`config.mk`:
```
export PLATFORM = sky130hd
export DESIGN_NAME = fetch_predict_unit
export DESIGN_NICKNAME = d
export VERILOG_FILES = /design/src/rtl/fetch_predict_unit.sv
export SDC_FILE = /design/constraint.sdc
export NUM_CORES = 1
export LEC_CHECK = 0
export ABC_AREA = 0
export BUFFER_PORTS_ARGS = -buffer_cell sky130_fd_sc_hd__buf_4
export CAP_MARGIN = 20
export CORE_MARGIN = 2
export CORE_UTILIZATION = 35
export DETAILED_ROUTE_END_ITERATION = 12
export PLACE_DENSITY = 0.56
export SLEW_MARGIN = 40
export SYNTH_ARGS = -nofsm -noshare
export SYNTH_HDL_FRONTEND = slang
export SYNTH_SLANG_ARGS = --single-unit
```
`constraint.sdc`:
```
create_clock -name Clk -period 4.8 [get_ports Clk]
set_input_delay 0.24 -clock Clk [delete_from_list [all_inputs] [get_ports Clk]]
set_output_delay 0.24 -clock Clk [all_outputs]
set_load 0.05 [all_outputs]
```
`src/rtl/fetch_predict_unit.sv`:
```
// rtl/fetch_predict_unit.sv - fetch-stage PC register with predecode and 2-bit BHT prediction
//
// Purpose: holds the fetch PC, predecodes the fetched word, predicts
// conditional branches with a table of 2-bit saturating counters, predicts
// jumps always taken, and selects the next PC.
//
// Ports:
//   Clk           in   1  clock, rising edge
//   Reset         in   1  asynchronous reset, active low
//   Fetch_Enable  in   1  1 = advance PC, 0 = stall (hold PC)
//   InstructionIn in  32  instruction memory read data at PCF
//   ResolveValid  in   1  a conditional branch resolved this cycle
//   ResolvePC     in  32  address of the resolved branch
//   ResolveTaken  in   1  actual outcome of the resolved branch
//   Mispredict    in   1  redirect to CorrectPC this cycle
//   CorrectPC     in  32  redirect target
//   PCF           out 32  current fetch address
//   PCPlus4F      out 32  PCF + 4
//   InstructionF  out 32  InstructionIn passed through
//   predictF      out  1  fetched instruction predicted taken
module fetch_predict_unit #(
  parameter int unsigned BHT_BITS = 6,
  parameter logic [31:0] RESET_PC = 32'h0000_0000
) (
  input  logic        Clk,
  input  logic        Reset,
  input  logic        Fetch_Enable,
  input  logic [31:0] InstructionIn,
  input  logic        ResolveValid,
  input  logic [31:0] ResolvePC,
  input  logic        ResolveTaken,
  input  logic        Mispredict,
  input  logic [31:0] CorrectPC,
  output logic [31:0] PCF,
  output logic [31:0] PCPlus4F,
  output logic [31:0] InstructionF,
  output logic        predictF
);

  localparam int unsigned BHT_ENTRIES = 1 << BHT_BITS;

  localparam logic [5:0] OP_BEQ = 6'b000100;
  localparam logic [5:0] OP_BNE = 6'b000101;
  localparam logic [5:0] OP_J   = 6'b000010;

  logic [31:0]         pc_q, pc_d;
  logic [1:0]          bht_q [BHT_ENTRIES];
  logic [5:0]          opcode;
  logic                is_branch, is_jump;
  logic [BHT_BITS-1:0] fetch_idx, resolve_idx;
  logic [31:0]         branch_off, branch_target, jump_target, pred_target;

  assign PCF          = pc_q;
  assign PCPlus4F     = pc_q + 32'd4;  // wraps FFFF_FFFC -> 0 naturally
  assign InstructionF = InstructionIn;

  assign opcode      = InstructionIn[31:26];
  assign is_branch   = (opcode == OP_BEQ) || (opcode == OP_BNE);
  assign is_jump     = (opcode == OP_J);
  assign fetch_idx   = pc_q[BHT_BITS+1:2];
  assign resolve_idx = ResolvePC[BHT_BITS+1:2];

  // Lookup reads the registered counter, so a same-cycle update to the same
  // entry is only seen on the following cycle.
  assign predictF = is_jump | (is_branch & bht_q[fetch_idx][1]);

  assign branch_off    = {{14{InstructionIn[15]}}, InstructionIn[15:0], 2'b00};
  assign branch_target = PCPlus4F + branch_off;
  assign jump_target   = {PCPlus4F[31:28], InstructionIn[25:0], 2'b00};
  assign pred_target   = is_jump ? jump_target : branch_target;

  // Redirect beats stall, stall beats prediction.
  always_comb begin
    pc_d = PCPlus4F;
    if (Mispredict) begin
      pc_d = CorrectPC;
    end else if (!Fetch_Enable) begin
      pc_d = pc_q;
    end else if (predictF) begin
      pc_d = pred_target;
    end
  end

  always_ff @(posedge Clk or negedge Reset) begin
    if (!Reset) begin
      pc_q <= RESET_PC;
    end else begin
      pc_q <= pc_d;
    end
  end

  // Training is independent of stall and redirect.
  always_ff @(posedge Clk or negedge Reset) begin
    if (!Reset) begin
      for (int i = 0; i < BHT_ENTRIES; i++) begin
        bht_q[i] <= 2'b01;
      end
    end else if (ResolveValid) begin
      if (ResolveTaken) begin
        if (bht_q[resolve_idx] != 2'b11) begin
          bht_q[resolve_idx] <= bht_q[resolve_idx] + 2'd1;
        end
      end else begin
        if (bht_q[resolve_idx] != 2'b00) begin
          bht_q[resolve_idx] <= bht_q[resolve_idx] - 2'd1;
        end
      end
    end
  end

endmodule

```
[Word level (Yosys, flattened, before mapping)]
Index checks and enable logic that the tools add are counted.
Storage, ports and cells
  register bits after elaboration: 160
  output and inout bits: 97
Operators by class
  add/sub/neg operators: 4
  order comparisons: 3
  equality and inequality tests: 5
  multiplexer cells: 17
  bitwise operators: 4
  reductions and logical operators: 6
Operator list (count)
  $mux 128: 3
  $bwmux 128: 2
  $mux 32: 4
  $add 32x3->32 const B: 1
  $add 32x32->32: 1
  $bmux 2 s6: 2
  $ge 7x7->1 const B: 2
  $not 6->7: 2
  $demux 2 s6: 1
  $eq 6x3->1 const B: 2
  $mux 2: 5
  $lt 7x1->1 const B: 1
  $eq 6x2->1 const B: 1
  $reduce_bool 2->1: 3
  $reduce_and 3->1: 1
  $add 2x1->2 const B: 1
  $ne 2x1->1 const B: 1
  $ne 2x2->1 const B: 1
  $sub 2x1->2 const B: 1
  $and 1x1->1: 1
  $logic_and 1x1->1: 1
  $logic_or 1x1->1: 1
  $or 1x1->1: 1

[Logic depth before layout (Yosys ltp)]
Gate-level depths: netlist (run 1).
  depth in word-level cells: 9
  depth in mapped cells: 19
  gate-level depth less buffers: 16

[Worst setup path before layout (run 1)]
Ideal clock, no wire load.
  path type: reg2reg
  start point: register pc_q[2] (netlist: PCF[2])
  end point: register pc_q[31] (netlist: PCF[31])
  arrival time: 4828 ps
  data required time: 4727 ps
  setup slack: -102 ps
  stages on the path, launching flop included: 18
  clock period less this slack: 4902 ps
  path through: dfrtp_1 > buf_6 > buf_6 > buf_8 > nand2_1 > nor4_1 > and3_1 > and3_1 > xor2_1 > ha_1 > and4_1 > nand3_1 > o22ai_1 > nor4bb_1 > nor2_1 > o31a_1 > a211o_1 > nand3_1
RTL lines
  start: declaration: line 46  | logic [31:0] pc_q, pc_d;
  start signal: assignment: line 88  | pc_q <= pc_d;
  $add 32x3->32: line 54  | assign PCPlus4F = pc_q + 32'd4;
  net PCPlus4F[19]: line 35  | output logic [31:0] PCPlus4F,
  $add 32x32->32: line 68  | assign branch_target = PCPlus4F + branch_off;
  $mux 32: line 70  | assign pred_target = is_jump ? jump_target : branch_target;
  $mux 32: line 79  | end else if (predictF) begin
  $mux 32: line 77  | end else if (!Fetch_Enable) begin
  $mux 32: line 75  | if (Mispredict) begin
The timed path passes the listed nets, and every way through them passes these cells. The select of a mux whose other input is x is not followed.
A chain may end at the register's enable or synchronous reset.

[Final worst setup path (run 1)]
  start point: register pc_q[6] (netlist: PCF[6])
  end point: register pc_q[31] (netlist: PCF[31])
Between the ends
  cells in the longest elaborated chain, start to end: 9
Ends and longest elaborated chain (line)
  parallel branches: the longest is 6 deep, another holds $add 32x3->32
  $mux 32 (*): 79
  $mux 32 (*): 77
  $mux 32 (*): 75
Mark *: on every way between the ends. The select of a mux whose other input is x is not followed.

==> reports/summary.txt, run 1 <==
fin worst setup slack: 0.455 ns
FF-to-FF path depth: 13
Critical Path RT: 5.17 ns
Post-synth ARST share: 100%
commonest non-fill, non-tap cell in the layout: buf_4
outcome: finished, final reports clean
initial antenna violation count: 0
hpwl dp: 25200 um
chip width: 182 um
Worst Hold Slack: 0.0220 ns
arrival time at the worst endpoint: 4.72 ns
DR pass1 iterations: 5
Critical Path Sink Type: register
clock sink count: 160
fin util: 42.0%
IO Count: 199
CP Class: register to register
FF+latch count, synth: 160
Synth Area in Compound Gates: 16.0%
simple-gate share of the synthesized area: 14.2%
Synth Area per Inst: 9.81 sq um
Post-synth EDFFs: 0
Max Slew Vio Count: 0
antenna-violating nets left: 0
top cell type's share of synthesized area: 21.7%
Site Rows: 65
drt drc: 0
Via density: 5.71
peak supply drop: 0.000225 V
slew margin rel.: 48.9%
CP max stage delay: 0.60 ns
Synth area leader: dfrtp_1
power density over the cells: 366 nW/um^2
number of H-tree levels: 4
Adder-Cell Fraction of Synth Area: 4.48%
number of global-route vias before repair: 9345
diode count: 0
Final Cell Area: 13100 sq um
Routed WL: 35200 um
CP max stage cell: dfrtp_1
Starting Density: 35.3%
post-route minimum period: 4.35 ns
DR WL met3: 2220 um
Synth warnings: 0
via count: 9478
Setup Buffers After CTS: 0
max cap viols: 0
Post-Syn Instances: 1127
sequential fraction of the synthesis area: 36.9%
Critical Path Source Type: register
Setup WS pre-CTS: 0.479 ns
Least-Margin Pin Slew: 0.765 ns
met1 wire length: 16000 um
commonest non-fill, non-tap cells in the layout: buf_4, mux2_2, nor2_1
routed length on met2: 16300 um
unrepaired setup endpoints after global routing: false
drt wl/cell: 21.2 um
GPL Wtd Cong: 0.892
Final period util: 90.5%
Synth Area in XOR/XNOR: 3.96%
Core Footprint: 31300 sq um
DR iter-0 viols: 767
Clock Pin Slew Worst Setup and Hold Paths: 0.07 ns
cell mode on critical path: nand3_1
Area Overhead vs Synth: 18.9%
Setup TNS: 0 ns
fmax: 0.230 GHz
hold path cells: 3
top sig layer: met4
CP cell instances: nand4_1, nor3_1, and2_1, nand3_1, xnor2_1, ha_1, nand3_1, o22ai_1, nor4bb_1, nor2_1, o31a_1, a211o_1, nand3_1
nets: 1387
Synth area leaders: dfrtp_1, dfstp_2, mux2_2
ratio of cells with drive above 1 in the final layout: 36.5%
synth unique cells: 69
area of placed instances: 12500 sq um
die footprint: 33000 sq um
Worst-Skew Late Latency: 0.44 ns
Setup-failing EPs final: 0
grt total ovfl: 0
mux contribution to synthesized area: 18.3%
first-pass GRT wire length: 55200 um
worst-path maximum fanout: 9
fill count: 3070
leak pwr: 0.00574 uW
Mapped Nets: 1268
Worst Hold Class: input pin to register
clk_skew: 0.0127 ns
Syn Std Cell Area: 11100 sq um
Hold Vio Cnt, Final: 0
I/O Buffers: 172
clock buffer count from CTS: 17
total track usage: 21.5%
largest family of logic cells by synthesized area: multiplexers
Clock Tree Buf Depth: 2
PostCTS Resize Cnt: 0
largest net degree at the start of global routing: 81
CTS tree: yes
prevailing post-synth register cell: dfrtp_1
Post-CTS Hold Buffers: 1
clock tree root buffer cell: clkbuf_16
Die Y: 182 um
[logic make-up (layout without fill, tap and decap cells)]
family / after synthesis / after routing
multiplexers: 168 / 168
AND/OR/NAND/NOR: 320 / 320
XOR/XNOR: 50 / 50
flip-flops: 160 / 160
adder cells (fa/ha/maj): 39 / 39
buffers and inverters: 126 / 258
AO/OA/AOI/OAI: 264 / 264
[through the flow]
stage          power [uW]  std cells
6_report             4810       1661
3_3_place_gp         3410       1627
2_1_floorplan        2930       1127
3_5_place_dp         3430       1627
5_1_grt              5050       1661
4_1_cts              4840       1660
[power breakdown]
group          internal [uW]  switching (uW)
Sequential              1650             188
Combinational            638             942
Clock                    752             645
[synth_stat cells, types with 21 or more instances]
master	number
mux2_2	133
nor2_1	127
dfrtp_1	96
dfstp_2	64
a21oi_1	54
nand2_1	46
clkbuf_1	41
ha_1	38
buf_4	37
o21ai_0	36
xnor2_1	28
nand3_1	24
a22oi_1	23
o22ai_1	23
xor2_1	22
buf_2	21
inv_1	21
mux2i_1	21
nor3b_1	21
[per-layer routing]
layer | vias up | global-route usage (%)
met5 | - | 0
met4 | 0 | 5.72
met3 | 48 | 3.97
met2 | 337 | 35.4
met1 | 4710 | 29.2
li1 | 4383 | -
[path summary, 6_finish.rpt]
check | startpoint | to | slack (ns)
min | CorrectPC[0] | PCF[0] | 0.02
min reg2reg | bht_q[31] | bht_q[31] | 0.54
max reg2reg | PCF[6] | PCF[31] | 0.45
max | PCF[6] | PCF[31] | 0.45
min in group asynchronous | Reset | bht_q[19] | 0.27
max in group asynchronous | Reset | asynchronous set/reset pin | 3.62
[layout make-up]
type | count | area, sq um | area share, %
Sequential cell | 160 | 4080 | 31.1
Clock buffer | 19 | 443 | 3.37
Multi-Input combinational cell | 841 | 6340 | 48.2
Clock inverter | 13 | 148 | 1.12
Inverter | 22 | 82.6 | 0.628
Timing Repair Buffer | 204 | 1550 | 11.8
Tap cell | 402 | 503 | 3.83
[worst max-delay path: cells and delay by family, from the launching register on]
family | cells | cell delay (ns)
and+or+nand+nor | 8 | 2.21
AOI/OAI and AO/OA | 3 | 0.69
DFF | 1 | 0.60
xor gates and xnor gates | 1 | 0.39
adders and majority gates | 1 | 0.39
No activity file was read; power rests on OpenSTA's default activity.
==> run 2, diff against run 1 <==
--- a/config.mk
+++ b/config.mk
@@ -9,9 +9,9 @@
 export BUFFER_PORTS_ARGS = -buffer_cell sky130_fd_sc_hd__buf_4
 export CAP_MARGIN = 20
 export CORE_MARGIN = 2
-export CORE_UTILIZATION = 35
+export CORE_UTILIZATION = 45
 export DETAILED_ROUTE_END_ITERATION = 12
-export PLACE_DENSITY = 0.56
+export PLACE_DENSITY = 0.69
 export SLEW_MARGIN = 40
 export SYNTH_ARGS = -nofsm -noshare
 export SYNTH_HDL_FRONTEND = slang
==> reports/summary.txt, run 2 (synthesis results as in run 1) <==
CP Class: register to register
Starting Density: 45.6%
DR pass1 iterations: 5
Clock Tree Buf Depth: 2
clock sink count: 160
clk_skew: 0.0187 ns
drt wl/cell: 21.1 um
drt drc: 0
Critical Path RT: 5.16 ns
chip width: 161 um
Site Rows: 57
total track usage: 25.5%
clock tree root buffer cell: clkbuf_16
nets: 1383
diode count: 0
IO Count: 199
Hold Vio Cnt, Final: 0
Worst Hold Class: input pin to register
peak supply drop: 0.000255 V
Die Y: 161 um
Least-Margin Pin Slew: 0.758 ns
Setup Buffers After CTS: 0
Routed WL: 33300 um
Core Footprint: 24200 sq um
commonest non-fill, non-tap cells in the layout: buf_4, mux2_2, nor2_1
commonest non-fill, non-tap cell in the layout: buf_4
Design Power: 4790 uW
Worst-Skew Late Latency: 0.44 ns
DR iter-0 viols: 844
clock buffer count from CTS: 17
ratio of cells with drive above 1 in the final layout: 36.4%
GPL Wtd Cong: 0.910
via count: 9497
slew margin rel.: 49.3%
Final period util: 90.6%
first-pass GRT wire length: 52100 um
Setup-failing EPs final: 0
arrival time at the worst endpoint: 4.71 ns
hpwl dp: 24300 um
Critical Path Sink Type: register
Via density: 6.01
Clock Pin Slew Worst Setup and Hold Paths: 0.08 ns
worst-path maximum fanout: 11
unrepaired setup endpoints after global routing: false
leak pwr: 0.00572 uW
antenna-violating nets left: 0
number of H-tree levels: 4
grt total ovfl: 0
Area Overhead vs Synth: 17.9%
fin util: 53.7%
Max Slew Vio Count: 0
post-route minimum period: 4.35 ns
largest net degree at the start of global routing: 80
max cap viols: 0
Setup TNS: 0 ns
initial antenna violation count: 0
Critical Path Source Type: register
outcome: finished, final reports clean
CTS tree: yes
number of global-route vias before repair: 9332
I/O Buffers: 172
fill count: 2188
die footprint: 25800 sq um
fmax: 0.230 GHz
power density over the cells: 368 nW/um^2
## run 2: final timing paths
kind / start / endpoint / slack [ns] / depth (start not counted)
max: PCF[5] / PCF[31] / 0.45 / 14
min: CorrectPC[1] / PCF[1] / 0.02 / 3
max reg2reg: PCF[5] / PCF[31] / 0.45 / 14
min reg2reg: bht_q[3] / bht_q[3] / 0.54 / 1
max in group asynchronous: Reset / PCF[30] / 3.23 / 3
min in group asynchronous: Reset / bht_q[17] / 0.41 / 2
## run 2: per-stage QoR
step,cells,setup WS (ns),cell area [sq um],hold WS [ns]
2_1_floorplan,1127,0.0574,11100,-0.0556
3_3_place_gp,1546,0.603,12400,0.329
3_5_place_dp,1546,0.512,12400,0.328
4_1_cts,1579,0.479,13000,0.00706
5_1_grt,1579,0.116,13000,0.0183
6_report,1579,0.452,13000,0.0241
## run 2: where the power goes
| part | internal [uW] | switching [uW] |
|---|---|---|
| Sequential | 1650 | 185 |
| Clock | 707 | 680 |
| Combinational | 632 | 935 |
## run 2: area by class of cell
| class | instances | area, sq um | share of cell area [%] |
|---|---|---|---|
| timing repair buffer | 200 | 1510 | 11.6 |
| sequential | 160 | 4080 | 31.3 |
| multi-input combinational | 841 | 6340 | 48.7 |
| inverter | 22 | 82.6 | 0.634 |
| clock buffer | 17 | 425 | 3.27 |
| clock inverter | 15 | 181 | 1.39 |
| tap | 324 | 405 | 3.11 |
## run 2: what timing repair did
item,4_1_cts,5_1_grt
hold endpoints to repair,38,0
gates resized for setup,0,0
hold buffers,1,0
## run 2: routing by layer
layer	share of wire [%]	up-vias	global-route usage [%]	wire length [um]
met5	0	-	0	0
met4	2.3	0	7.02	754
met3	7.9	57	5.14	2650
met2	48	425	42.1	15900
met1	42	4645	34.3	14000
li1	-	4370	-	-
## run 2: worst max-delay path, stage by stage (launching register included)
cell      delay, ns
dfrtp_1        0.61
nand4_1        0.27
nor3_1         0.49
nand2_1        0.14
xnor2_1        0.29
ha_1           0.35
nand2_1        0.09
o21ai_0        0.11
o41ai_1        0.40
o22ai_1        0.15
nor4bb_1       0.47
nor2_1         0.21
o31a_1         0.33
a211o_1        0.29
nand3_1        0.07
==> run 3, diff against run 2 <==
--- a/config.mk
+++ b/config.mk
@@ -9,9 +9,9 @@
 export BUFFER_PORTS_ARGS = -buffer_cell sky130_fd_sc_hd__buf_4
 export CAP_MARGIN = 20
 export CORE_MARGIN = 2
-export CORE_UTILIZATION = 45
+export CORE_UTILIZATION = 55
 export DETAILED_ROUTE_END_ITERATION = 12
-export PLACE_DENSITY = 0.69
+export PLACE_DENSITY = 0.87
 export SLEW_MARGIN = 40
 export SYNTH_ARGS = -nofsm -noshare
 export SYNTH_HDL_FRONTEND = slang
==> reports/summary.txt, run 3 (synthesis results as in run 1) <==
outcome: finished, final reports clean
Die Y: 146 um
slew margin rel.: 42.9%
Hold Vio Cnt, Final: 0
fmax: 0.220 GHz
Site Rows: 51
Clk network pwr share: 29.2%
Post-CTS Hold Buffers: 1
diode count: 0
initial antenna violation count: 0
leak pwr: 0.00572 uW
Routed WL: 34500 um
I/O Buffers: 172
Least-Margin Pin Slew: 0.851 ns
number of global-route vias before repair: 10.4k
Worst Hold Class: input pin to register
Area Overhead vs Synth: 17.0%
clock buffer count from CTS: 17
Sw Pwr: 1800 uW
CTS tree: yes
DR pass1 iterations: 6
sequential power share: 38.0%
commonest non-fill, non-tap cell in the layout: buf_4
Core Footprint: 19600 sq um
largest net degree at the start of global routing: 65
PostCTS Resize Cnt: 0
Switching Fraction: 36.9%
drt wl/cell: 22.7 um
Worst-Skew Late Latency: 0.44 ns
unrepaired setup endpoints after global routing: false
max cap viols: 0
fin util: 66.0%
clock sink count: 160
arrival time at the worst endpoint: 4.91 ns
fin worst setup slack: 0.254 ns
die footprint: 21200 sq um
number of H-tree levels: 4
Setup Buffers After CTS: 0
total track usage: 32.1%
nets: 1380
IO Count: 199
Critical Path Source Type: register
Starting Density: 56.4%
drt drc: 0
antenna-violating nets left: 0
GPL Wtd Cong: 0.948
chip width: 146 um
ratio of cells with drive above 1 in the final layout: 36.3%
clock tree root buffer cell: clkbuf_16
Max Slew Vio Count: 0
Critical Path Sink Type: register
combinational power share: 32.8%
Setup TNS: 0 ns
Via density: 6.71
Design Power: 4870 uW
Clock Tree Buf Depth: 2
Critical Path RT: 5.17 ns
CP Class: register to register
clk_skew: 0.0116 ns
peak supply drop: 0.000303 V
first-pass GRT wire length: 54800 um
grt total ovfl: 0
DR iter-0 viols: 1053
via count: 10.2k
Int Power: 3070 uW
Final period util: 94.7%
Clock Pin Slew Worst Setup and Hold Paths: 0.07 ns
power density over the cells: 376 nW/um^2
post-route minimum period: 4.55 ns
Final Instance Count excl. Fillers: 1517
worst-path maximum fanout: 12
Setup-failing EPs final: 0
hpwl dp: 23600 um
commonest non-fill, non-tap cells in the layout: buf_4, mux2_2, nor2_1
# placed instances: 1484
Setup WS pre-CTS: 0.531 ns
run 3: worst paths after layout:
check / startpoint / slack, ns / to / depth (start not counted)
max in group asynchronous: Reset / 3.34 / PCF[4] / 3
min in group asynchronous: Reset / 0.36 / bht_q[49] / 2
setup reg to reg: PCF[4] / 0.25 / PCF[31] / 14
hold reg to reg: bht_q[115] / 0.53 / bht_q[115] / 1
hold / removal: CorrectPC[1] / 0.01 / PCF[1] / 3
setup / recovery: PCF[4] / 0.25 / PCF[31] / 14
run 3: cell type report:
type	instances	area [sq um]
timing repair buffer	197	1490
tap	265	332
clock inverter	14	170
clock buffer	18	429
fill	1425	6660
inverter	22	82.6
sequential	160	4080
multi-input combinational	841	6350
run 3: through the flow:
step / instance area, sq um / hold slack [ns]
global placement: 12300 / 0.251
floorplan: 11100 / -0.0556
CTS: 12900 / 0.00752
finish: 12900 / 0.0109
detailed placement: 12300 / 0.254
global route: 12900 / 0.0348
run 3: critical path, stage by stage (launching register included):
cell	delay (ns)
dfrtp_1	0.64
nand4_1	0.29
nor3_1	0.52
nand2_1	0.13
xnor2_1	0.24
ha_1	0.33
nand2_1	0.09
o21ai_0	0.13
o41ai_1	0.45
o22ai_1	0.16
nor4bb_1	0.55
nor2_1	0.23
o31a_1	0.34
a211o_1	0.29
nand3_1	0.08
run 3: routing by layer:
metal	routed length (um)	vias up	part of all wire, %	GRT usage, %
li1	-	4354	-	-
met1	12600	4953	36	38.7
met2	16300	706	47	52.5
met3	3900	165	11	9.18
met4	1720	0	5.0	16.6
met5	0	-	0	0
run 3: power by group through the flow:
stage	registers (uW)	clock network, uW	logic, uW
floorplan	1890	0	1040
global placement	1840	0	1510
detailed placement	1860	0	1550
CTS	1840	1430	1570
global route	1870	1480	1690
finish	1850	1420	1600
